--- config.mk ---
export PLATFORM = sky130hd
export DESIGN_NAME = program_sequencer
export DESIGN_NICKNAME = d
export VERILOG_FILES = /design/src/rtl/program_sequencer.sv
export SDC_FILE = /design/constraint.sdc
export NUM_CORES = 1
export LEC_CHECK = 0
export CORE_ASPECT_RATIO = 0.7
export CORE_MARGIN = 5
export CORE_UTILIZATION = 55
export DETAILED_ROUTE_END_ITERATION = 7
export HOLD_SLACK_MARGIN = 0.05
export PLACE_DENSITY = 0.81
export SLEW_MARGIN = 20
export SYNTH_ARGS = -nofsm -noshare
export SYNTH_HDL_FRONTEND = slang
export SYNTH_SLANG_ARGS = --single-unit
--- constraint.sdc ---
create_clock -name d -period 4.2 [get_ports d]
set_input_delay 0.84 -clock d [delete_from_list [all_inputs] [get_ports d]]
set_output_delay 0.84 -clock d [all_outputs]
set_load 0.05 [all_outputs]
--- src/rtl/program_sequencer.sv ---
// Program counter unit for the fetch stage: owns the PC, handles jump/branch/call/ret,
// keeps a return-address stack, and tracks RUN / HALTED / FAULT state.
module program_sequencer #(
  parameter int unsigned     WIDTH      = 16,
  parameter int unsigned     STEP       = 2,
  parameter int unsigned     DEPTH      = 4,
  parameter int unsigned     BRANCH_REL = 0,
  parameter logic [WIDTH-1:0] RESET_PC  = '0
) (
  input  logic                         d,
  input  logic                         reset,
  input  logic                         halt,
  input  logic                         resume,
  input  logic                         jump,
  input  logic                         branch,
  input  logic                         call,
  input  logic                         ret,
  input  logic [WIDTH-1:0]             imm_jump,
  input  logic [WIDTH-1:0]             imm_branch,
  output logic [WIDTH-1:0]             pc,
  output logic                         halted,
  output logic                         fault,
  output logic [1:0]                   fault_code,
  output logic [$clog2(DEPTH+1)-1:0]   sp_count
);

  localparam int unsigned SPW = $clog2(DEPTH + 1);

  localparam logic [1:0] ST_RUN    = 2'd0;
  localparam logic [1:0] ST_HALTED = 2'd1;
  localparam logic [1:0] ST_FAULT  = 2'd2;

  localparam logic [1:0] CODE_NONE      = 2'b00;
  localparam logic [1:0] CODE_OVERFLOW  = 2'b01;
  localparam logic [1:0] CODE_UNDERFLOW = 2'b10;

  logic [1:0]       state, state_next;
  logic [WIDTH-1:0] pc_next;
  logic [SPW-1:0]   sp_next;
  logic [1:0]       code_next;
  logic             push;
  logic [WIDTH-1:0] stack [DEPTH];
  logic [WIDTH-1:0] stack_top;
  logic [WIDTH-1:0] pc_seq;
  logic [WIDTH-1:0] branch_target;

  assign pc_seq        = pc + WIDTH'(STEP);
  assign branch_target = (BRANCH_REL != 0) ? pc + imm_branch : imm_branch;

  // Entry at index sp_count-1 is the most recent return address.
  always_comb begin
    stack_top = '0;
    for (int unsigned i = 0; i < DEPTH; i++) begin
      if (sp_count == SPW'(i + 1)) stack_top = stack[i];
    end
  end

  always_comb begin
    state_next = state;
    pc_next    = pc;
    sp_next    = sp_count;
    code_next  = fault_code;
    push       = 1'b0;
    case (state)
      ST_RUN: begin
        if (halt) begin
          state_next = ST_HALTED;
        end else if (jump) begin
          pc_next = imm_jump;
        end else if (call) begin
          if (sp_count < SPW'(DEPTH)) begin
            push    = 1'b1;
            sp_next = sp_count + SPW'(1);
            pc_next = imm_jump;
          end else begin
            state_next = ST_FAULT;
            code_next  = CODE_OVERFLOW;
          end
        end else if (ret) begin
          if (sp_count != '0) begin
            pc_next = stack_top;
            sp_next = sp_count - SPW'(1);
          end else begin
            state_next = ST_FAULT;
            code_next  = CODE_UNDERFLOW;
          end
        end else if (branch) begin
          pc_next = branch_target;
        end else begin
          pc_next = pc_seq;
        end
      end
      ST_HALTED: begin
        if (resume && !halt) state_next = ST_RUN;
      end
      ST_FAULT: begin
        state_next = ST_FAULT;
      end
      default: begin
        state_next = ST_FAULT;
      end
    endcase
  end

  always_ff @(posedge d) begin
    if (reset) begin
      state      <= ST_RUN;
      pc         <= RESET_PC;
      sp_count   <= '0;
      fault_code <= CODE_NONE;
    end else begin
      state      <= state_next;
      pc         <= pc_next;
      sp_count   <= sp_next;
      fault_code <= code_next;
    end
  end

  // Stack contents need no reset; sp_count alone defines which entries are valid.
  always_ff @(posedge d) begin
    if (push && !reset) begin
      for (int unsigned i = 0; i < DEPTH; i++) begin
        if (sp_count == SPW'(i)) stack[i] <= pc_seq;
      end
    end
  end

  assign halted = (state == ST_HALTED);
  assign fault  = (state == ST_FAULT);

endmodule
==> results.md <==
* Outcome: completed
* Layout cells sized above 1 at 7.551%
* Crit end category: register
* # resized after CTS at 0
* Final setup viols at 0
* R2r worst-path depth at 8
* Sw frac at between 20% and 30%
* Setup bufs post-CTS at 0
* WP data arrival at ~3.1 ns
* Layout Nets at about 480
* Hold Worst Slack at a little under 0.5 ns
* Critical Path Source Type: input port
* Final Power at ~1.8 mW
* Syn avg cell area at around 11 um^2
* GRT Overall Usage at approximately a quarter
* Depth of the CTS H-tree at 3
* Post-DP HPWL at just under 8000 um
* WP buf/inv at 2
* Post-synth EDFFs at 64
* Clock Pin Slew Worst Setup and Hold Paths at approximately 0.08 ns
* Ys flop type: edfxtp_1
* CTS Buffer Depth at 2
* Slew Limit Fails at 0
* Final GP Congestion at 0.8646
* Die Y at approximately 82 um
* DR vias/cell at 6.265
* Yosys top cell area share at 46.90%
* Maximum VDD drop at approximately 0.0002 V
* Synthesized flop and latch total at between 80 and 90
* Hold Buf Count CTS at 0
* Yosys cell types at 50
* Hold Path Class: reg2reg
* Most frequent cells in the layout: edfxtp_1 (64), clkdlybuf4s50_1 (62), nand2_1 (47), o21ai_0 (28)
* Die area at just over 0.009 mm^2
* Remaining global-route overflow at 0
* Worst-path fanout max at 16
* Largest net degree at the start of global routing at 26
* Clock net sink count at 87
* Sequential power share at between 50% and 60%
* TritonRoute pass-1 iters at 5
* Hold path depth at 2
* Fmax at 318.7 MHz
* Pint at around 1.4 mW
* Layout Cells excl Fill at between 500 and 600
* Global-route wire length before repair at approximately 18,000 um
* I/O Pins at 63
* Max_slew headroom at a little over two fifths
* Sequential share of the synthesized area at between 50% and 60%
* Top post-synthesis cells by area: edfxtp_1 (47%), dfxtp_1 (11%), a221oi_1 (4.9%)
* Layout area overhead at 22.26%
* Leakage at approximately 1.7 nW
* # DRC at 0
* Critical path class: in2reg
* DRT Wirelength at 11,300 um
* Ys async rst share at 0%
* Unrepaired setup endpoints after global routing: false
* Max stage delay on crit path at slightly above 0.7 ns
* Starting DRT DRC Count at approximately 370
* DIE WIDTH at ~110 um
* Worst slack at placement at around 0.70 ns
* CTS buffer count at 9
* Core outline area at approximately 0.0073 mm^2
* CTS tree: done
* Initial antenna violation count at 0
* Port buffer count at just over 60
* Req. time, crit path at roughly 4.2 ns
* Stages on worst setup path at 5
* Initial core utilization at a little under three fifths
* Skew final at 0.01030 ns
* Clock share of power at ~31%
* Min Tclk post-route at 3.138 ns
* Synth Instances at approximately 370
* Synth warnings at 0
* Vias in the first global route at ~3,300
* Wirelength per Cell at between 20 and 25 um
* Combinational power share at roughly 17%
* Post-Synthesis Net Count at 418
* Placed Cells at 519
* Crit-path leading delay family: simple AND/OR/NAND/NOR gates
* Final ANT Viol Nets at 0
* Slowest CP cell: and2_1
* Site row count at 26
* Root buffer cell: clkbuf_8
* Commonest non-fill, non-tap cell in the layout: edfxtp_1
* Total negative slack at 0 ns
* Antenna Cells at 0
* DR vias at 3,352
* Mapped Area at about 0.0041 mm^2
* Final hold violations at 0
* Final period util at 74.71%
* Worst slew pin tran at between 0.8 and 0.9 ns
* Worst-Skew Late Latency at roughly 0.35 ns
* Net switching power figure at between 0.4 and 0.5 mW
* Dominant cell type by area after synthesis: edfxtp_1
* Cell breakdown of the critical path: clkdlybuf4s50_1 -> inv_1 -> or3_1 -> nor3_1 -> and2_1
* PnR worst setup slack at around 1.1 ns
* Max-cap violation count at 0
* Pwr Density at between 300 and 400 mW/mm^2
## synth_stat cells, drive strengths merged (2+ instances only)
| cell type | n |
|---|---|
| o211ai | 2 |
| nor4b | 3 |
| a31oi | 3 |
| or3 | 3 |
| xor2 | 9 |
| a22o | 2 |
| nand3 | 5 |
| nor2 | 22 |
| nor3 | 12 |
| o221a | 2 |
| inv | 11 |
| clkbuf | 16 |
| and2 | 7 |
| nand2b | 2 |
| or2 | 2 |
| o221ai | 2 |
| a2111oi | 2 |
| nor3b | 2 |
| nor4 | 5 |
| ha | 7 |
| dfxtp | 23 |
| xnor2 | 6 |
| buf | 7 |
| nand4 | 3 |
| o21ai | 28 |
| nand2 | 47 |
| nor2b | 4 |
| a21oi | 22 |
| a211oi | 8 |
| a21o | 3 |
| nand3b | 2 |
| mux2i | 3 |
| edfxtp | 64 |
| a221oi | 23 |
## kinds of logic (layout without fill, tap and decap cells)
| group | Yosys count | count (layout) | share of synthesized area (%) |
|---|---|---|---|
| and+or+nand+nor | 121 | 121 | 14.47 |
| AOI/OAI and AO/OA | 104 | 104 | 17.71 |
| DFF | 87 | 87 | 58.14 |
| buffers and inverters | 34 | 100 | 3.603 |
| xor gates and xnor gates | 15 | 15 | 3.206 |
| adders and majority gates | 7 | 7 | 2.137 |
| muxes | 3 | 3 | 0.7329 |
## state kept, by name, summed over array words and instances (netlist names)
signal and count:
fault_code 2, pc 16, sp_count 3, stack 64
state 2
## per-stage QoR
step / area (um^2) / util [%]
floorplan: 4098 / -
global placement: 4817 / 66.11
detailed placement: 4817 / 66.11
CTS: 5010 / 68.75
global route: 5010 / 68.75
finish: 5010 / 68.75
## cell type report
type,instances,area (um^2)
clock buffer,12,145.1
clock inverter,4,47.55
fill,528,2277
inverter,11,41.29
multi-input combinational,250,1568
sequential,87,2382
tap,98,122.6
timing repair buffer,73,703.2
## worst register-to-register path: stages (launching register included)
cell	delay [ns]
dfxtp_1	0.47
ha_1	0.20
ha_1	0.67
nor3b_1	0.11
buf_4	0.23
a221oi_1	0.30
a21oi_1	0.11
a2111oi_0	0.37
a221oi_1	0.13
## power groups by stage
stage / Combinational [mW] / Clock (mW) / Sequential [mW]
after global placement: 0.294 / 0 / 0.995
after floorplan: 0.131 / 0 / 1.04
final: 0.305 / 0.564 / 0.978
after CTS: 0.302 / 0.568 / 0.977
after detailed placement: 0.300 / 0 / 0.996
after global routing: 0.325 / 0.601 / 0.980
## path summary, 6_finish.rpt
kind | startpoint | to | slack (ns)
max | call | stack[0][1]$_DFFE_PP_ | 1.06
min | fault_code[0]$_SDFFE_PP0P_ | fault_code[0]$_SDFFE_PP0P_ | 0.49
max reg2reg | sp_count[0]$_SDFFE_PP0P_ | pc[7]$_SDFFE_PP0P_ | 1.48
min reg2reg | fault_code[0]$_SDFFE_PP0P_ | fault_code[0]$_SDFFE_PP0P_ | 0.49
## metal layers
metal | track usage (%) | share of wire (%)
met1 | 34.81 | 42
met2 | 39.78 | 45
met3 | 4.953 | 10
met4 | 8.163 | 2.2
met5 | 0 | 0
No activity file was read; power rests on OpenSTA's default activity.
